### src/rtl/riscv_ctrl_pkg.sv
// Shared encodings for the multi-cycle RV64I-subset controller, datapath and immediate generator.
package riscv_ctrl_pkg;

    typedef enum logic [2:0] {
        StFetch,
        StDecode,
        StExec,
        StMemAcc,
        StWb,
        StTrap
    } ctrl_state_e;

    // Major opcodes (IR[6:0]) of the supported subset.
    localparam logic [6:0] OP_R   = 7'b0110011;
    localparam logic [6:0] OP_IMM = 7'b0010011;
    localparam logic [6:0] OP_LD  = 7'b0000011;
    localparam logic [6:0] OP_SD  = 7'b0100011;
    localparam logic [6:0] OP_BEQ = 7'b1100011;

    localparam logic [1:0] ALU_ADD   = 2'b00;
    localparam logic [1:0] ALU_SUB   = 2'b01;
    localparam logic [1:0] ALU_FUNCT = 2'b10;

    localparam logic [1:0] IMM_I  = 2'b00;
    localparam logic [1:0] IMM_S  = 2'b01;
    localparam logic [1:0] IMM_SB = 2'b10;

    localparam logic [1:0] SRC_A_PC    = 2'b00;
    localparam logic [1:0] SRC_A_OLDPC = 2'b01;
    localparam logic [1:0] SRC_A_RS1   = 2'b10;

    localparam logic [1:0] SRC_B_RS2  = 2'b00;
    localparam logic [1:0] SRC_B_FOUR = 2'b01;
    localparam logic [1:0] SRC_B_IMM  = 2'b10;

    function automatic logic is_legal_op(input logic [6:0] op);
        return (op == OP_R) || (op == OP_IMM) || (op == OP_LD) ||
               (op == OP_SD) || (op == OP_BEQ);
    endfunction

endpackage

### src/rtl/retire_counter.sv
// Retired-instruction counter; wraps modulo 2^CNT_W.
module retire_counter #(
    parameter int unsigned CNT_W = 32
) (
    input  logic             clk,
    input  logic             reset,
    input  logic             inc,
    output logic [CNT_W-1:0] count
);

    logic [CNT_W-1:0] count_q, count_d;

    // Next count: one step per retire pulse.
    always_comb begin
        count_d = count_q;
        if (inc) begin
            count_d = count_q + CNT_W'(1);
        end
    end

    // Count register, cleared by asynchronous reset.
    always_ff @(posedge clk or posedge reset) begin
        if (reset) begin
            count_q <= '0;
        end else begin
            count_q <= count_d;
        end
    end

    assign count = count_q;

endmodule

### src/rtl/multicycle_controller.sv
// Control FSM for the multi-cycle RV64I-subset datapath with memory ready handshake.
module multicycle_controller
    import riscv_ctrl_pkg::*;
#(
    parameter int unsigned CNT_W = 32
) (
    input  logic             clk,
    input  logic             reset,
    input  logic [6:0]       opcode,
    input  logic             zero,
    input  logic             mem_ready,
    output logic             mem_req,
    output logic             mem_we,
    output logic             iord,
    output logic             ir_write,
    output logic             pc_write,
    output logic             pc_src,
    output logic             reg_write,
    output logic             mem_to_reg,
    output logic [1:0]       alu_src_a,
    output logic [1:0]       alu_src_b,
    output logic [1:0]       alu_op,
    output logic [1:0]       imm_sel,
    output logic             illegal,
    output logic             retire,
    output logic [CNT_W-1:0] instret
);

    ctrl_state_e state_q, state_d;

    // State register; reset returns to fetch.
    always_ff @(posedge clk or posedge reset) begin
        if (reset) begin
            state_q <= StFetch;
        end else begin
            state_q <= state_d;
        end
    end

    // Next-state and datapath controls; everything is held at 0 while reset is high.
    always_comb begin
        state_d    = state_q;
        mem_req    = 1'b0;
        mem_we     = 1'b0;
        iord       = 1'b0;
        ir_write   = 1'b0;
        pc_write   = 1'b0;
        pc_src     = 1'b0;
        reg_write  = 1'b0;
        mem_to_reg = 1'b0;
        alu_src_a  = SRC_A_PC;
        alu_src_b  = SRC_B_RS2;
        alu_op     = ALU_ADD;
        imm_sel    = IMM_I;
        illegal    = 1'b0;
        retire     = 1'b0;

        if (!reset) begin
            unique case (state_q)
                StFetch: begin
                    mem_req   = 1'b1;
                    alu_src_b = SRC_B_FOUR;
                    // PC + 4 is written back the same cycle the instruction arrives.
                    ir_write  = mem_ready;
                    pc_write  = mem_ready;
                    if (mem_ready) begin
                        state_d = StDecode;
                    end
                end
                StDecode: begin
                    // Precompute the branch target into ALUOut.
                    alu_src_a = SRC_A_OLDPC;
                    alu_src_b = SRC_B_IMM;
                    imm_sel   = IMM_SB;
                    state_d   = is_legal_op(opcode) ? StExec : StTrap;
                end
                StExec: begin
                    alu_src_a = SRC_A_RS1;
                    unique case (opcode)
                        OP_R: begin
                            alu_op  = ALU_FUNCT;
                            state_d = StWb;
                        end
                        OP_IMM: begin
                            alu_src_b = SRC_B_IMM;
                            alu_op    = ALU_FUNCT;
                            state_d   = StWb;
                        end
                        OP_LD: begin
                            alu_src_b = SRC_B_IMM;
                            state_d   = StMemAcc;
                        end
                        OP_SD: begin
                            alu_src_b = SRC_B_IMM;
                            imm_sel   = IMM_S;
                            state_d   = StMemAcc;
                        end
                        OP_BEQ: begin
                            alu_op   = ALU_SUB;
                            pc_src   = 1'b1;
                            pc_write = zero;
                            retire   = 1'b1;
                            state_d  = StFetch;
                        end
                        default: state_d = StTrap;
                    endcase
                end
                StMemAcc: begin
                    mem_req = 1'b1;
                    iord    = 1'b1;
                    mem_we  = (opcode == OP_SD);
                    if (mem_ready) begin
                        if (opcode == OP_SD) begin
                            retire  = 1'b1;
                            state_d = StFetch;
                        end else begin
                            state_d = StWb;
                        end
                    end
                end
                StWb: begin
                    reg_write  = 1'b1;
                    mem_to_reg = (opcode == OP_LD);
                    retire     = 1'b1;
                    state_d    = StFetch;
                end
                StTrap: begin
                    illegal = 1'b1;
                end
                default: state_d = StTrap;
            endcase
        end
    end

    retire_counter #(
        .CNT_W(CNT_W)
    ) u_retire_counter (
        .clk  (clk),
        .reset(reset),
        .inc  (retire),
        .count(instret)
    );

endmodule

### config.mk
export PLATFORM = sky130hd
export DESIGN_NAME = multicycle_controller
export DESIGN_NICKNAME = d
export VERILOG_FILES = /design/src/rtl/riscv_ctrl_pkg.sv /design/src/rtl/retire_counter.sv /design/src/rtl/multicycle_controller.sv
export SDC_FILE = /design/constraint.sdc
export NUM_CORES = 1
export LEC_CHECK = 0
export CAP_MARGIN = 20
export CORE_UTILIZATION = 34
export DETAILED_ROUTE_END_ITERATION = 8
export PLACE_DENSITY = 0.65
export SLEW_MARGIN = 20
export SYNTH_ARGS = -nofsm -noshare
export SYNTH_HDL_FRONTEND = slang
export SYNTH_SLANG_ARGS = --single-unit
### constraint.sdc
create_clock -name clk -period 3.3 [get_ports clk]
set_input_delay 0.66 -clock clk [delete_from_list [all_inputs] [get_ports clk]]
set_output_delay 0.66 -clock clk [all_outputs]
set_load 0.005 [all_outputs]
# Yosys cells after proc, flatten, opt, wreduce, memory -nomap -nowiden
# Index checks and enable logic that the tools add are counted.
# Widths: inputs -> output; s select.
[word_totals]
regBits = 35
inputBits = 11
output_inout_bits = 50
[op_classes]
add_sub_neg = 1
n_eq_ne = 12
mux = 41
bitwise_logic = 2
reduce_logical = 10
[op_table]
columns = ["op", "n"]
rows = [
  ["$add 32x1->32 const B", 1],
  ["$mux 1", 23],
  ["$pmux 3 s6", 1],
  ["$eq 7x6->1 const B", 2],
  ["$mux 2", 6],
  ["$mux 3", 4],
  ["$pmux 2 s2", 3],
  ["$pmux 3 s3", 1],
  ["$eq 7x2->1 const B", 1],
  ["$eq 7x5->1 const B", 1],
  ["$eq 7x7->1 const B", 1],
  ["$eq 3x2->1 const B", 2],
  ["$eq 3x3->1 const B", 2],
  ["$pmux 2 s3", 1],
  ["$reduce_or 2->1", 3],
  ["$logic_or 1x1->1", 4],
  ["$ne 2x2->1 const B", 2],
  ["$reduce_and 4->1", 1],
  ["$eq 3x1->1 const B", 1],
  ["$logic_not 3->1", 1],
  ["$pmux 1 s3", 1],
  ["$reduce_or 3->1", 1],
  ["$not 1->1", 2],
  ["$pmux 1 s2", 1],
]

# Longest topological paths before layout
# Gate-level depths: netlist (run 1).
[logic_depth]
ltp_word = 7
mapped_depth = 7

# Hierarchy
# Synthesis (run 1) repeated with hierarchy kept, for this count alone.
[hier_totals]
hier_cells = 189
area_unflattened_um2 = 1946.9
[by_module_without_submodules]
columns = ["mod", "n_inst", "cells_each", "area_each_um2"]
rows = [
  ["retire_counter", 1, 126, 1510.2],
  ["multicycle_controller", 1, 63, 436.7],
]

# Least setup slack after synthesis (run 1)
# OpenSTA, ideal clock, no wires.
[synth_timing]
path_kind = "input to output"
startpoint = "in opcode[2]"
endpoint = "out retire"
arrival_time_ns = 1.589
required_time_ns = 2.640
setup_slack_ns = 1.051
path_stages = 4
path_cell_list = "nand4bb_1 > a211oi_2 > a21o_1 > buf_2"
[synth_between]
elab_chain_len = 5
elab_cells_between_ends = 7
classes_between = "2 x eq/ne; 5 x mux"
[synth_lines]
columns = ["element", "line_no", "rtl"]
rows = [
  ["start, declared", "multicycle_controller.sv:9", "input logic [6:0] opcode,"],
  ["$eq 7x6->1", "multicycle_controller.sv:113", "if (opcode == OP_SD) begin"],
  ["$mux 1", "multicycle_controller.sv:113", ""],
  ["$mux 1", "multicycle_controller.sv:112", "if (mem_ready) begin"],
  ["$pmux 1 s3 (*)", "multicycle_controller.sv:59", "unique case (state_q)"],
  ["$mux 1 (*)", "multicycle_controller.sv:58", "if (!reset) begin"],
  ["end, declared", "multicycle_controller.sv:25", "output logic retire,"],
]
# Mark *: on every way between the ends. The rest lies on a longest branch, timed or not.

# Final worst setup path (run 1)
[layout_timing]
startpoint = "in opcode[5]"
endpoint = "out pc_write"
[layout_between]
elab_chain_len = 4
[layout_lines]
columns = ["element", "line_no", "rtl"]
rows = [
  ["$eq 7x7->1", "multicycle_controller.sv:79", "unique case (opcode)"],
  ["$mux 1", "multicycle_controller.sv:79", ""],
  ["$pmux 1 s2", "multicycle_controller.sv:59", ""],
  ["$mux 1", "multicycle_controller.sv:58", ""],
  ["end, declared", "multicycle_controller.sv:16", "output logic pc_write,"],
]
# Every way passes these cells.

==> flow_metrics.env, run 1 <==
export IMPL_cpPeakStageDelay_ns=0.54
export IMPL_setup_tns_ns=0
export IMPL_synth_fp_nets=205
export IMPL_clock_skew_ns=0.00708
export IMPL_place_area_sq_um=2680
export IMPL_finalHoldViolations=0
export IMPL_synthXorXnorAreaFrac_pct=13.8
export IMPL_antenna_cells=0
export IMPL_grt_max_degree=36
export IMPL_cts_root_buf="clkbuf_8"
export IMPL_wl_met3_um=372
export IMPL_initial_core_util_pct=35.4
export IMPL_cp_cell_sequence="clkdlybuf4s50_1 -> or2b_2 -> nor2_1 -> and4_1 -> a21oi_1 -> nor3_1 -> clkdlybuf4s50_1"
export IMPL_cap_violations=0
export IMPL_fmaxAchievable_mhz=317
export IMPL_drive_gt1_share_pct=13.3
export IMPL_ys_flop_type="dfrtp_1"
export IMPL_clk_latency_ns=0.29
export IMPL_ys_ff_latch=35
export IMPL_synthAdderAreaFrac_pct=0.638
export IMPL_highest_layer="met4"
export IMPL_hold_buffers=0
export IMPL_async_reset_ff_share_pct=100
export IMPL_cp_common_cell="clkdlybuf4s50_1"
export IMPL_grt_pass1_wl_mm=7.51
export IMPL_min_path_type="reg2reg"
export IMPL_drt_wirelength_per_cell_um=13.1
export IMPL_row_count=27
export IMPL_die_h_um=78.0
export IMPL_syn_inst=193
export IMPL_numCtsBuffers=5
export IMPL_grt_setup_unrepaired="no"
export IMPL_max_slew_margin_pct=60.9
export IMPL_htreeDepth=2
export IMPL_syn2layout_area_growth_pct=43.6
export IMPL_die_w_um=78.0
export IMPL_clk_pin_slew_ns=0.08
export IMPL_drt_met1_wl_mm=2.08
export IMPL_post_cts_buffers=0
export IMPL_routed_via_density=4.95
export IMPL_cts_resized=0
export IMPL_crit_fanout=4
export IMPL_pwr_density_cell_nw_per_um2=402
export IMPL_power_total_mw=1.13
export IMPL_final_nets=275
export IMPL_routabilityCongestion=0.815
export IMPL_drtAntennaViolNets=0
export IMPL_place_hpwl_mm=3.21
export IMPL_synth_edf_count=0
export IMPL_first_iter_violations=74
export IMPL_drc=0
export IMPL_cts_sinks=35
export IMPL_leakagePower_nw=1.25
export IMPL_post_route_period_util_pct=95.7
export IMPL_yosys_top_cells_area="dfrtp_1 45%, xor2_1 8.9%, xnor2_1 4.9%"
export IMPL_setup_violations=0
export IMPL_cp_required_ns=2.64
export IMPL_grt_usage_pct=15.8
export IMPL_synthMuxAreaShare_pct=0.574
export IMPL_worstMarginPinSlew_ns=0.587
export IMPL_num_vias=1663
export IMPL_first_pass_iters=4
export IMPL_io_buffer_count=60
export IMPL_cts_tree="done"
export IMPL_vdd_ir_drop_worst_v=0.000201
export IMPL_syn_area_sq_um=1960
export IMPL_status="completed"
export IMPL_crit_arrival_ns=2.50
export IMPL_synth_top_area_share_pct=44.6
export IMPL_grt_pass1_vias=1554
export IMPL_io_pins=61
export IMPL_whs_ns=0.482
export IMPL_syn_avg_cell_area_sq_um=10.2
export IMPL_die_area_sq_um=6080
export IMPL_synth_top_family_by_area="simple AND/OR/NAND/NOR gates"
export IMPL_ys_warnings_count=0
export IMPL_final_area_sq_um=2820
export IMPL_grt_overflow_total=0
export IMPL_final_max_slew_viol_count=0
export IMPL_drt_wl_total_mm=4.39
export IMPL_synth_cell_type_count=46
export IMPL_yosysSeqAreaShare_pct=44.6
export IMPL_critPathBufInv=2
export IMPL_yosys_area_share_simple_pct=30.4
export IMPL_cp_start_kind="input pin"
export IMPL_synth_compound_area_share_pct=6.31
export IMPL_cp_end_kind="output pin"
export IMPL_path_class="in2out"
export IMPL_synth_top_area_cell="dfrtp_1"
export IMPL_clk_path_buf_depth=2
export IMPL_critPathSlowestCell="clkdlybuf4s50_1"
export IMPL_antenna_found_initial=0
export IMPL_dr_wl_met2_mm=1.89
export IMPL_coreArea_sq_um=5540
export IMPL_fin_crit_ns=3.16
export IMPL_cp_top_family="buffers and inverters"
-- area by class of cell --
cell class | count | area, sq um
Clock inverter | 3 | 67.6
Sequential cell | 35 | 876
Timing Repair Buffer | 70 | 676
Fill cell | 510 | 2720
Multi-Input combinational cell | 145 | 1020
Tap cell | 72 | 90.1
Clock buffer | 5 | 68.8
Inverter | 6 | 22.5
-- sequential cells by signal (all words and copies together), names as in the netlist --
name,flops
state_q,3
u_retire_counter.count,32
-- power breakdown --
part | internal [mW] | switching (mW) | total [mW]
combinational | 0.104 | 0.0773 | 0.181
sequential | 0.454 | 0.0384 | 0.492
clock | 0.301 | 0.158 | 0.459
total | 0.859 | 0.274 | 1.13
-- cells in the final DEF, fill, tap and decap left out, drive strengths merged, types with 2 or more instances in the layout --
cell type and count:
nor2 17, and3 5, nor3 8, and2 4, nand2 15, nand2b 5
clkdlybuf4s50 60, bufinv 2, inv 6, xor2 20, nand3b 2, and4 2
xnor2 11, a21oi 9, a41oi 2, buf 10, or2b 3, nor4 7
nand4 5, nor4b 3, clkbuf 5, nor3b 3, nand3 9, dfrtp 35
-- per-stage QoR --
step	std cells	setup slack [ns]	utilization, %
global placement	328	0.157	48.4
detailed placement	328	0.144	48.4
global route	336	0.0228	50.8
CTS	336	0.132	50.8
finish	336	0.143	50.8
floorplan	193	1.05	-
-- final timing paths --
| kind | from | endpoint | depth (start not counted) | slack [ns] |
|---|---|---|---|---|
| worst max-delay path | opcode[5] | pc_write | 7 | 0.14 |
| worst min-delay path | u_retire_counter.count[31] | u_retire_counter.count[31] | 1 | 0.48 |
| worst max register to register | state_q[0] | u_retire_counter.count[29] | 5 | 1.05 |
| worst min register to register | u_retire_counter.count[31] | u_retire_counter.count[31] | 1 | 0.48 |
| max in group asynchronous | reset | u_retire_counter.count[17] | 4 | 2.02 |
| min in group asynchronous | reset | u_retire_counter.count[24] | 4 | 0.96 |
-- cell usage after synthesis, types with 2 or more instances --
master	count
inv_1	6
dfrtp_1	35
and2_1	3
nor4b_4	2
nand3_1	9
nor4_2	3
nand2b_1	5
or2b_2	2
nand3b_1	2
nor4_1	4
nor3_1	8
xor2_1	20
clkbuf_1	2
nor3b_1	2
xnor2_1	11
a21oi_1	9
and3_1	5
nand2_1	14
buf_6	2
and4_1	2
nor2_1	17
buf_2	2
nand4_1	5
-- layer usage --
metal	vias up	GRT usage, %
met3	5	6.47
met1	789	20.0
li1	815	-
met4	0	5.00
met2	54	24.5
met5	-	0
-- cells by family (layout without fill, tap and decap cells) --
family          Yosys count  count (layout)
simple gates             94              94
flops                    35              35
xor+xnor                 31              31
compound gates           18              18
buf+inv                  13              84
fa+ha+maj                 1               1
mux                       1               1
Note: power is estimated with default switching activity, not from simulation.
==> inputs of run 2 (changes only) <==
- CORE_UTILIZATION: 34 -> 45
- GPL_TIMING_DRIVEN: unset -> 0
- PLACE_DENSITY: 0.65 -> 0.82
- RECOVER_POWER: unset -> 50
==> flow_metrics.env, run 2 (synthesis results as in run 1) <==
export IMPL_leakagePower_nw=1.32
export IMPL_fillers=328
export IMPL_grt_overflow_total=0
export IMPL_grt_pass1_vias=1570
export IMPL_final_max_slew_viol_count=0
export IMPL_setup_tns_ns=0
export IMPL_status="completed"
export IMPL_fmaxAchievable_mhz=304
export IMPL_path_class="in2out"
export IMPL_antenna_found_initial=0
export IMPL_clk_latency_ns=0.28
export IMPL_crit_arrival_ns=2.62
export IMPL_hold_buffers=0
export IMPL_final_util_pct=67.7
export IMPL_power_total_mw=0.982
export IMPL_row_count=23
export IMPL_place_inst=303
export IMPL_crit_fanout=10
export IMPL_pwr_density_cell_nw_per_um2=355
export IMPL_cp_end_kind="output pin"
export IMPL_cts_sinks=35
export IMPL_num_vias=1693
export IMPL_cts_root_buf="clkbuf_8"
export IMPL_drive_gt1_share_pct=13.4
export IMPL_io_pins=61
export IMPL_final_cell_mix="35 x dfrtp_1, 34 x clkdlybuf4s50_1, 24 x dlygate4sd3_1"
export IMPL_first_iter_violations=104
export IMPL_stdcell_count=312
export IMPL_die_w_um=68.0
export IMPL_routed_via_density=5.43
export IMPL_numCtsBuffers=5
export IMPL_clk_pin_slew_ns=0.07
export IMPL_grt_setup_unrepaired="yes"
export IMPL_vdd_ir_drop_worst_v=0.000263
export IMPL_drt_wirelength_per_cell_um=14.1
export IMPL_cp_start_kind="input pin"
export IMPL_initial_core_util_pct=48.0
export IMPL_grt_max_degree=36
export IMPL_setup_violations=0
export IMPL_final_nets=274
export IMPL_post_route_period_util_pct=99.5
export IMPL_first_pass_iters=4
export IMPL_max_slew_margin_pct=13.8
export IMPL_cts_tree="done"
export IMPL_place_area_sq_um=2630
export IMPL_grt_usage_pct=20.8
export IMPL_clock_skew_ns=0.00490
export IMPL_fin_crit_ns=3.28
export IMPL_drt_wl_total_mm=4.39
export IMPL_final_area_sq_um=2770
export IMPL_place_hpwl_mm=3.23
export IMPL_die_area_sq_um=4630
export IMPL_drtAntennaViolNets=0
export IMPL_min_path_type="reg2reg"
export IMPL_whs_ns=0.486
export IMPL_worstMarginPinSlew_ns=1.29
export IMPL_coreArea_sq_um=4090
export IMPL_io_buffer_count=60
export IMPL_cap_violations=0
export IMPL_htreeDepth=2
export IMPL_die_h_um=68.0
export IMPL_antenna_cells=0
export IMPL_largest_register_ffs=32
export IMPL_finalHoldViolations=0
export IMPL_routabilityCongestion=0.868
export IMPL_drc=0
export IMPL_layout_commonest_cell="dfrtp_1"
export IMPL_fin_ws_ns=0.0156
export IMPL_syn2layout_area_growth_pct=41.1
export IMPL_clk_path_buf_depth=2
export IMPL_grt_pass1_wl_mm=7.13
export IMPL_cp_required_ns=2.64
export IMPL_place_worst_setup_slack_ns=-0.125
[run 2: power by group]
group,leakage (nW),internal (mW),switching (mW)
registers,0.469,0.454,0.0289
logic,0.800,0.106,0.0897
clock network,0.0470,0.163,0.140
[run 2: path summary, 6_finish.rpt]
path	slack, ns	start	cells past startpoint	endpoint
min in group asynchronous	0.97	reset	2	u_retire_counter.count[23]
max reg2reg	1.14	state_q[1]	5	u_retire_counter.count[31]
max	0.02	opcode[5]	6	retire
max in group asynchronous	1.56	reset	2	u_retire_counter.count[5]
min	0.49	u_retire_counter.count[31]	1	u_retire_counter.count[31]
min reg2reg	0.49	u_retire_counter.count[31]	1	u_retire_counter.count[31]
[run 2: what timing repair did]
item | in CTS | in global routing
resized for setup | 8 | 4
setup endpoints to repair | 3 | 2
buffers inserted | 0 | 2
pin swaps | 0 | 2
[run 2: layout make-up]
class	instances	area, sq um	area share (%)
plain buffers	7	55.1	1.99
clock buffers	6	82.6	2.98
clock inverters	1	5.00	0.181
inverters	6	22.5	0.814
multi-input cells	145	1050	37.8
flip-flops and latches	35	876	31.6
well taps	50	62.6	2.26
repair buffers	62	617	22.3
[run 2: routing by layer]
layer / global-route usage, % / wire, um / vias to the layer above
met5: 0 / 0 / -
met4: 5.47 / 51 / 0
met3: 6.17 / 299 / 7
met2: 34.6 / 2120 / 62
met1: 26.1 / 1920 / 814
li1: - / - / 810
[run 2: worst max-delay path: stages]
cell             delay, ns
dlygate4sd3_1         0.60
or2b_4                0.32
a211oi_4              0.19
a21o_1                0.20
buf_6                 0.15
clkdlybuf4s50_1       0.50
==> inputs of run 3 (changes only) <==
- SLEW_MARGIN: 20 -> unset
==> flow_metrics.env, run 3 (synthesis results as in run 1) <==
export IMPL_min_to="u_retire_counter.count[31]"
export IMPL_numCtsBuffers=5
export IMPL_cpPeakStageDelay_ns=0.60
export IMPL_clock_skew_ns=0.00604
export IMPL_cp_end_kind="output pin"
export IMPL_grt_pass1_vias=1639
export IMPL_r2r_start="state_q[1]"
export IMPL_leakagePower_nw=1.32
export IMPL_fin_ws_ns=-0.00809
export IMPL_die_w_um=68.0
export IMPL_whs_ns=0.484
export IMPL_finalHoldViolations=0
export IMPL_critPathSlowestCell="dlygate4sd3_1"
export IMPL_routed_via_density=5.52
export IMPL_grt_pass1_wl_mm=7.36
export IMPL_post_route_period_util_pct=100
export IMPL_die_h_um=68.0
export IMPL_clk_path_buf_depth=2
export IMPL_first_pass_iters=4
export IMPL_max_slew_margin_pct=31.5
export IMPL_row_count=23
export IMPL_clk_pin_slew_ns=0.07
export IMPL_initial_core_util_pct=48.0
export IMPL_fmaxAchievable_mhz=302
export IMPL_drive_gt1_share_pct=13.3
export IMPL_routabilityCongestion=0.868
export IMPL_coreArea_sq_um=4090
export IMPL_first_iter_violations=67
export IMPL_fillers=345
export IMPL_r2r_setup_slack_ns=1.14
export IMPL_hold_start="u_retire_counter.count[31]"
export IMPL_drtAntennaViolNets=0
export IMPL_io_buffer_count=60
export IMPL_cts_root_buf="clkbuf_8"
export IMPL_cap_violations=0
export IMPL_cp_required_ns=2.64
export IMPL_r2r_cells=5
export IMPL_htreeDepth=2
export IMPL_worstMarginPinSlew_ns=1.03
export IMPL_largest_register_ffs=32
export IMPL_antenna_found_initial=0
export IMPL_grt_setup_unrepaired="yes"
export IMPL_crit_fanout=10
export IMPL_fin_crit_ns=3.31
export IMPL_cp_start_kind="input pin"
export IMPL_place_worst_setup_slack_ns=-0.0965
export IMPL_r2r_end="u_retire_counter.count[31]"
export IMPL_cts_sinks=35
export IMPL_place_hpwl_mm=3.33
export IMPL_crit_arrival_ns=2.65
export IMPL_stdcell_count=313
export IMPL_drt_wirelength_per_cell_um=14.5
export IMPL_final_max_slew_viol_count=0
export IMPL_cts_tree="done"
export IMPL_grt_usage_pct=21.3
export IMPL_grt_overflow_total=0
export IMPL_syn2layout_area_growth_pct=41.3
export IMPL_pwr_density_cell_nw_per_um2=358
export IMPL_final_cell_mix="35 x dfrtp_1, 34 x clkdlybuf4s50_1, 24 x dlygate4sd3_1"
export IMPL_whs_path_depth=1
export IMPL_final_util_pct=67.8
export IMPL_final_nets=275
export IMPL_grt_max_degree=20
export IMPL_violations="negative setup slack"
export IMPL_place_inst=304
export IMPL_setup_violations=1
export IMPL_vdd_ir_drop_worst_v=0.000289
export IMPL_die_area_sq_um=4630
export IMPL_status="complete, but fails checks"
export IMPL_cp_cell_sequence="dlygate4sd3_1 -> or2b_4 -> a211oi_4 -> a21o_1 -> buf_6 -> clkdlybuf4s50_1"
export IMPL_path_class="in2out"
export IMPL_min_path_type="reg2reg"
export IMPL_clk_latency_ns=0.29
export IMPL_drc=0
export IMPL_antenna_cells=0
export IMPL_io_pins=61
export IMPL_num_vias=1727
export IMPL_drt_wl_total_mm=4.53
export IMPL_layout_commonest_cell="dfrtp_1"
-- run 3: cell types whose count changed in the layout (fill, tap and decap cells not counted) --
cell      delta
clkbuf_1     +1
-- run 3: per-layer routing --
layer	vias up	global-route usage (%)	wire length, um
met5	-	0	0
met4	0	6.25	72
met3	5	6.17	311
met2	70	35.5	2200
met1	841	26.4	1950
li1	811	-	-
-- run 3: where the power goes --
part	internal [mW]	total (mW)	switching (mW)	leakage, nW
clock network	0.164	0.311	0.147	0.0470
logic	0.106	0.198	0.0917	0.800
registers	0.454	0.483	0.0292	0.469
-- run 3: repair_timing --
item                       CTS  global route
gates resized for setup      8             4
setup endpoints to repair    3             2
pin swaps                    0             2
hold buffers                 0             0
setup buffers                0             2
-- run 3: stage by stage --
stage	TNS, ns	power, mW	area [sq um]
6_report	-0.00809	0.992	2770
5_1_grt	-0.0609	1.04	2770
4_1_cts	0	1.00	2760
3_5_place_dp	-0.146	0.692	2650
3_3_place_gp	-0.177	0.682	2630
2_1_floorplan	0	0.588	1960
-- run 3: final cells by class --
cell class,instances,area (sq um),share of cell area (%)
timing repair buffer,63,621,22.4
clock inverter,1,5.00,0.181
buffer,7,55.1,1.99
sequential,35,876,31.6
multi-input combinational,145,1050,37.8
inverter,6,22.5,0.813
clock buffer,6,82.6,2.98
tap,50,62.6,2.26
-- run 3: critical path, delay by kind of cell --
family | cells | cell delay, ns
simple gates | 1 | 0.32
compound gates | 2 | 0.41
buf+inv | 3 | 1.26
-- run 3: worst max-delay path by stage --
stage,from,endpoint,cells past startpoint
floorplan,opcode[2],retire,4
global placement,reset,retire,6
detailed placement,reset,retire,6
CTS,opcode[6],retire,6
global route,opcode[6],retire,7
finish,opcode[5],retire,6
